**src/rtl/vlsu_mem_fence_pkg.sv**
```systemverilog
// Shared AXI channel types for the vector load/store fence.
// Holds the default request/response bundle types and their field widths.
// The fence itself only adds module-local types on top of these.
package vlsu_mem_fence_pkg;

  localparam int unsigned DefAddrWidth = 64;
  localparam int unsigned DefDataWidth = 128;
  localparam int unsigned DefIdWidth   = 4;
  localparam int unsigned DefStrbWidth = DefDataWidth / 8;

  typedef struct packed {
    logic [DefIdWidth-1:0]   id;
    logic [DefAddrWidth-1:0] addr;
    logic [7:0]              len;
    logic [2:0]              size;
    logic [1:0]              burst;
  } axi_ax_t;

  typedef struct packed {
    logic [DefDataWidth-1:0] data;
    logic [DefStrbWidth-1:0] strb;
    logic                    last;
  } axi_w_t;

  typedef struct packed {
    logic [DefIdWidth-1:0] id;
    logic [1:0]            resp;
  } axi_b_t;

  typedef struct packed {
    logic [DefIdWidth-1:0]   id;
    logic [DefDataWidth-1:0] data;
    logic [1:0]              resp;
    logic                    last;
  } axi_r_t;

  typedef struct packed {
    axi_ax_t aw;
    logic    aw_valid;
    axi_w_t  w;
    logic    w_valid;
    logic    b_ready;
    axi_ax_t ar;
    logic    ar_valid;
    logic    r_ready;
  } axi_req_t;

  typedef struct packed {
    logic   aw_ready;
    logic   ar_ready;
    logic   w_ready;
    axi_b_t b;
    logic   b_valid;
    axi_r_t r;
    logic   r_valid;
  } axi_resp_t;

endpackage

```
**src/rtl/vlsu_mem_fence.sv**
```systemverilog
// Read-after-write fence for the vector load/store unit AXI master port.
// Tracks in-flight store bursts (AW handshake to B response) in a small
// circular table and holds back any load AR whose byte range overlaps one.
//
// Ports:
//   clk_i            clock
//   rst_ni           asynchronous active-low reset
//   slv_req_i        requests from the vector load/store unit
//   slv_resp_o       responses to the vector load/store unit
//   mst_req_o        requests towards memory
//   mst_resp_i       responses from memory
//   wr_outstanding_o number of tracked store bursts (registered count)
//   ar_stall_o       high while a presented AR is held back by an overlap
module vlsu_mem_fence
  import vlsu_mem_fence_pkg::*;
#(
  parameter int unsigned NrOutstanding = 4,
  parameter int unsigned AxiAddrWidth  = DefAddrWidth,
  parameter int unsigned AxiDataWidth  = DefDataWidth,
  parameter type axi_req_t  = vlsu_mem_fence_pkg::axi_req_t,
  parameter type axi_resp_t = vlsu_mem_fence_pkg::axi_resp_t
) (
  input  logic                               clk_i,
  input  logic                               rst_ni,
  input  axi_req_t                           slv_req_i,
  output axi_resp_t                          slv_resp_o,
  output axi_req_t                           mst_req_o,
  input  axi_resp_t                          mst_resp_i,
  output logic [$clog2(NrOutstanding+1)-1:0] wr_outstanding_o,
  output logic                               ar_stall_o
);

  localparam int unsigned CntWidth = $clog2(NrOutstanding + 1);
  localparam int unsigned PtrWidth = $clog2(NrOutstanding);
  localparam int unsigned MaxSize  = $clog2(AxiDataWidth / 8);

  typedef logic [AxiAddrWidth-1:0] addr_t;
  typedef logic [PtrWidth-1:0]     ptr_t;
  typedef logic [CntWidth-1:0]     cnt_t;

  typedef struct packed {
    addr_t start;
    addr_t last;
  } entry_t;

  if ((NrOutstanding < 2) || ((NrOutstanding & (NrOutstanding - 1)) != 0)) begin : g_bad_depth
    $error("NrOutstanding must be a power of two and at least 2");
  end
  if (AxiDataWidth < 8) begin : g_bad_data
    $error("AxiDataWidth must be at least one byte");
  end

  // Inclusive byte range of an INCR burst. The end is formed one bit wider
  // than the address so a burst running off the top of the address space
  // clamps to all-ones instead of wrapping to a low address.
  function automatic entry_t make_range(addr_t start, logic [7:0] len, logic [2:0] size);
    logic [AxiAddrWidth:0] bytes;
    logic [AxiAddrWidth:0] sum;
    entry_t                rng;
    bytes     = ((AxiAddrWidth+1)'(len) + (AxiAddrWidth+1)'(1)) << size;
    sum       = {1'b0, start} + bytes - (AxiAddrWidth+1)'(1);
    rng.start = start;
    rng.last  = sum[AxiAddrWidth] ? '1 : sum[AxiAddrWidth-1:0];
    return rng;
  endfunction

  function automatic logic ranges_overlap(entry_t a, entry_t b);
    return (a.start <= b.last) && (b.start <= a.last);
  endfunction

  entry_t                   tbl_q [NrOutstanding];
  logic [NrOutstanding-1:0] vld_q, vld_nxt;
  ptr_t                     rd_ptr_q, wr_ptr_q;
  cnt_t                     cnt_q;

  entry_t aw_rng, ar_rng;
  logic   full, push, pop, ar_overlap;

  assign aw_rng = make_range(AxiAddrWidth'(slv_req_i.aw.addr), slv_req_i.aw.len, slv_req_i.aw.size);
  assign ar_rng = make_range(AxiAddrWidth'(slv_req_i.ar.addr), slv_req_i.ar.len, slv_req_i.ar.size);

  // No bypass: a B popping in the same cycle does not free a slot for AW.
  assign full = (cnt_q == CntWidth'(NrOutstanding));
  assign push = slv_req_i.aw_valid && !full && mst_resp_i.aw_ready;
  assign pop  = mst_resp_i.b_valid && slv_req_i.b_ready && (cnt_q != '0);

  // An AW presented alongside the AR is treated as the older access.
  // The table is checked before this cycle's pop, so release lags a B by one.
  always_comb begin
    ar_overlap = 1'b0;
    for (int i = 0; i < NrOutstanding; i++) begin
      if (vld_q[i] && ranges_overlap(tbl_q[i], ar_rng)) begin
        ar_overlap = 1'b1;
      end
    end
    if (slv_req_i.aw_valid && ranges_overlap(aw_rng, ar_rng)) begin
      ar_overlap = 1'b1;
    end
  end

  always_comb begin
    mst_req_o           = slv_req_i;
    slv_resp_o          = mst_resp_i;
    mst_req_o.aw_valid  = slv_req_i.aw_valid && !full;
    slv_resp_o.aw_ready = mst_resp_i.aw_ready && !full;
    mst_req_o.ar_valid  = slv_req_i.ar_valid && !ar_overlap;
    slv_resp_o.ar_ready = mst_resp_i.ar_ready && !ar_overlap;
  end

  assign ar_stall_o       = slv_req_i.ar_valid && ar_overlap;
  assign wr_outstanding_o = cnt_q;

  always_comb begin
    vld_nxt = vld_q;
    if (pop) begin
      vld_nxt[rd_ptr_q] = 1'b0;
    end
    if (push) begin
      vld_nxt[wr_ptr_q] = 1'b1;
    end
  end

  always_ff @(posedge clk_i or negedge rst_ni) begin
    if (!rst_ni) begin
      rd_ptr_q <= '0;
      wr_ptr_q <= '0;
      cnt_q    <= '0;
      vld_q    <= '0;
    end else begin
      vld_q <= vld_nxt;
      if (push) begin
        wr_ptr_q <= wr_ptr_q + ptr_t'(1);
      end
      if (pop) begin
        rd_ptr_q <= rd_ptr_q + ptr_t'(1);
      end
      if (push && !pop) begin
        cnt_q <= cnt_q + cnt_t'(1);
      end else if (pop && !push) begin
        cnt_q <= cnt_q - cnt_t'(1);
      end
    end
  end

  // Entry payload needs no reset: it is only observed through vld_q.
  always_ff @(posedge clk_i) begin
    if (push) begin
      tbl_q[wr_ptr_q] <= aw_rng;
    end
  end

  a_b_not_empty: assert property (@(posedge clk_i) disable iff (!rst_ni)
    (mst_resp_i.b_valid && slv_req_i.b_ready) |-> (cnt_q != '0))
    else $error("B response with no outstanding store burst");

  a_aw_size: assert property (@(posedge clk_i) disable iff (!rst_ni)
    slv_req_i.aw_valid |-> (32'(slv_req_i.aw.size) <= MaxSize))
    else $error("AW size exceeds data bus width");

endmodule
```
**config.mk**
```make
export PLATFORM = sky130hd
export DESIGN_NAME = vlsu_mem_fence
export DESIGN_NICKNAME = d
export VERILOG_FILES = /design/src/rtl/vlsu_mem_fence_pkg.sv /design/src/rtl/vlsu_mem_fence.sv
export SDC_FILE = /design/constraint.sdc
export NUM_CORES = 2
export LEC_CHECK = 0
export CORE_AREA = 2 2 359 361
export CTS_BUF_LIST = sky130_fd_sc_hd__clkbuf_16
export CTS_CLUSTER_SIZE = 14
export DETAILED_ROUTE_END_ITERATION = 12
export DIE_AREA = 0 0 361 363
export GPL_TIMING_DRIVEN = 0
export PLACE_DENSITY = 0.69
export SLEW_MARGIN = 20
export SYNTH_ARGS = -nofsm -noshare
export SYNTH_HDL_FRONTEND = slang
export SYNTH_SLANG_ARGS = --single-unit
```
**constraint.sdc**
```tcl
create_clock -name clk_i -period 37.4 [get_ports clk_i]
set_input_delay 9.35 -clock clk_i [delete_from_list [all_inputs] [get_ports clk_i]]
set_output_delay 9.35 -clock clk_i [all_outputs]
set_load 0.02 [all_outputs]
```
==> reports/qor.txt <==
ratio of cells with drive above 1 in the final layout = 11.6%
Final WS setup = 6.52 ns
I/O Buffers = 615
vias in the first global route = 34800
Mapped Cells = 4550
Post-Syn Nets = 5817
final slew viol count = 0
Worst EP arrival = 21.53 ns
final hold viol count = 0
initial antenna violation count = 26
pwr dens = 39.6 mW/mm^2
post-route ant nets = 0
cts hold-fix bufs = 0
critical path fanouts, max = 10
CP Class = input port to primary output
most frequent cells in the layout = 804 x ha_1, 615 x clkdlybuf4s50_1, 516 x inv_1
Synth top area share = 34.7%
Final Cell Area = 0.0547 sq mm
dpl cell area = 0.0528 sq mm
fin crit share = 82.6%
DRT iter0 DRCs = 3291
Hold WC Path Type = flip-flop to flip-flop
final WL = 161 mm
reported max-cap violation count = 0
Die Y = 363 um
post-synthesis sequential area ratio = 35.3%
maximum vdd drop = 0.0000403 V
cts bufs inserted = 58
min cycle time layout = 30.88 ns
Fin Setup TNS = 0 ns
Worst Max-Slew Pin Slew = 1.29 ns
Worst slew margin = 12.9%
first-pass GRT wire length = 229 mm
postcts setup bufs = 0
drt pass-1 iters = 5
most common cell after layout, fill and taps aside = ha_1
I/O Pins = 922
H-tree levels = 2
largest net degree at the start of global routing = 50
nets = 6503
CP max-delay cell = o41ai_1
GRT Resource Usage Total = 23.5%
CP Data Required Time = 28.05 ns
# setup viols final = 0
Post-Route Skew = 0.0163 ns
final core utilization = 43.1%
Syn Area/Cell = 9.73 sq um
area of the core = 0.127 sq mm
Die X = 361 um
dominant synthesized flop cell = edfxtp_1
Yosys top cell by area = edfxtp_1
Final GP Congestion = 0.969
CTS tree = built
Yosys Warn Count = 0
clock sinks = 523
drt wl/cell = 23.2 um
clk buf depth = 3
Max Freq = 32.4 MHz
clk root buf = clkbuf_16
WHS = 0.625 ns
remaining global-route overflow = 0
total number of vias = 36500
fraction of registers with async set/reset = 2.10%
mapped cell area = 0.0443 sq mm
CP max stage delay = 1.15 ns
Post-CTS Resized = 0
Yosys reg bits = 523
largest cells by area after synthesis = edfxtp_1 35%, ha_1 23%, buf_4 7.7%
Area growth, synth to finish = 23.6%
row cnt = 131
Yosys cell types = 86
die area = 0.131 sq mm
Post-synth EDFFs = 512
RSZ-0062 raised after global routing = no
CP Launch Type = input port
initial core utilization = 34.9%
Clock Pin Slew Worst Setup and Hold Paths = 0.06 ns
crit path capture type = primary output
status = finished clean
drt drc = 0
worst skew pair latency = 0.63 ns
leakage = 24.6 nW
post-DP HPWL = 135 mm
vias per cell = 5.25
pre-CTS WS = 6.94 ns
==> stage by stage <==
stage / power, mW / cells
CTS: 2.17 / 6946
global route: 2.28 / 6949
floorplan: 1.28 / 4550
global placement: 1.57 / 6827
detailed placement: 1.59 / 6838
finish: 2.16 / 6951
==> worst max-delay path: cells and delay by family <==
family,cells,cell delay [ns]
fa+ha+maj,4,1.00
buf+inv,7,2.69
compound gates,19,6.03
simple gates,12,2.41
==> cell usage after synthesis (27+ instances only) <==
cell,number
inv_1,509
ha_1,804
a21oi_1,300
a211oi_1,46
xnor2_1,72
nor2b_1,37
xor2_1,50
o211ai_1,27
nor2_1,274
buf_4,454
o21ai_0,203
nand3_1,105
nor4_1,32
o21a_1,31
nor3_1,62
clkbuf_1,40
nand2b_1,87
and3_1,35
a21o_1,155
nand4_1,127
edfxtp_1,512
a31oi_1,28
nand2_1,232
==> area by class of cell <==
class / instances / area (sq um)
Tap cell: 1662 / 2080
Multi-Input combinational cell: 3008 / 23100
Sequential cell: 523 / 15700
Inverter: 509 / 1910
Antenna cell: 5 / 12.5
Clock buffer: 59 / 1480
Fill cell: 12200 / 72300
Clock inverter: 49 / 433
Timing Repair Buffer: 626 / 6400
Buffer: 510 / 3640
==> registers in the layout, indices dropped and copies added, names as in the netlist <==
register and count:
wr_ptr_q 2, rd_ptr_q 2, vld_q 4, wr_outstanding_o 3, tbl_q 512
==> metal layers <==
| metal | share of wire (%) | track usage (%) | vias to the layer above |
|---|---|---|---|
| met4 | 1.8 | 4.79 | 8 |
| met2 | 47 | 39.4 | 1474 |
| li1 | - | - | 17500 |
| met5 | 0.032 | 0 | - |
| met1 | 43 | 31.3 | 17400 |
| met3 | 8.3 | 4.77 | 182 |
==> path summary, 6_finish.rpt <==
check / start / end / slack (ns) / cells after the start
max: slv_req_i[237] / slv_resp_o[144] / 6.52 / 42
min in group asynchronous: rst_ni / vld_q[0] / 9.09 / 1
max in group asynchronous: rst_ni / wr_ptr_q[1] / 27.94 / 1
min: wr_outstanding_o[2] / wr_outstanding_o[2] / 0.63 / 1
min reg2reg: wr_outstanding_o[2] / wr_outstanding_o[2] / 0.63 / 1
max reg2reg: wr_outstanding_o[0] / tbl_q[1][75] / 34.25 / 6
==> power by group <==
part	switching (mW)	internal, mW
Sequential	0.0262	0.729
Combinational	0.502	0.329
Clock	0.244	0.334
Total	0.772	1.39
==> logic make-up after synthesis <==
logic type / synth area share, %
buf+inv: 12.5
xor+xnor: 2.41
compound gates: 14.2
flops: 35.3
fa+ha+maj: 22.9
simple gates: 12.3
mux: 0.401
Power figures use the tool's default switching activity.
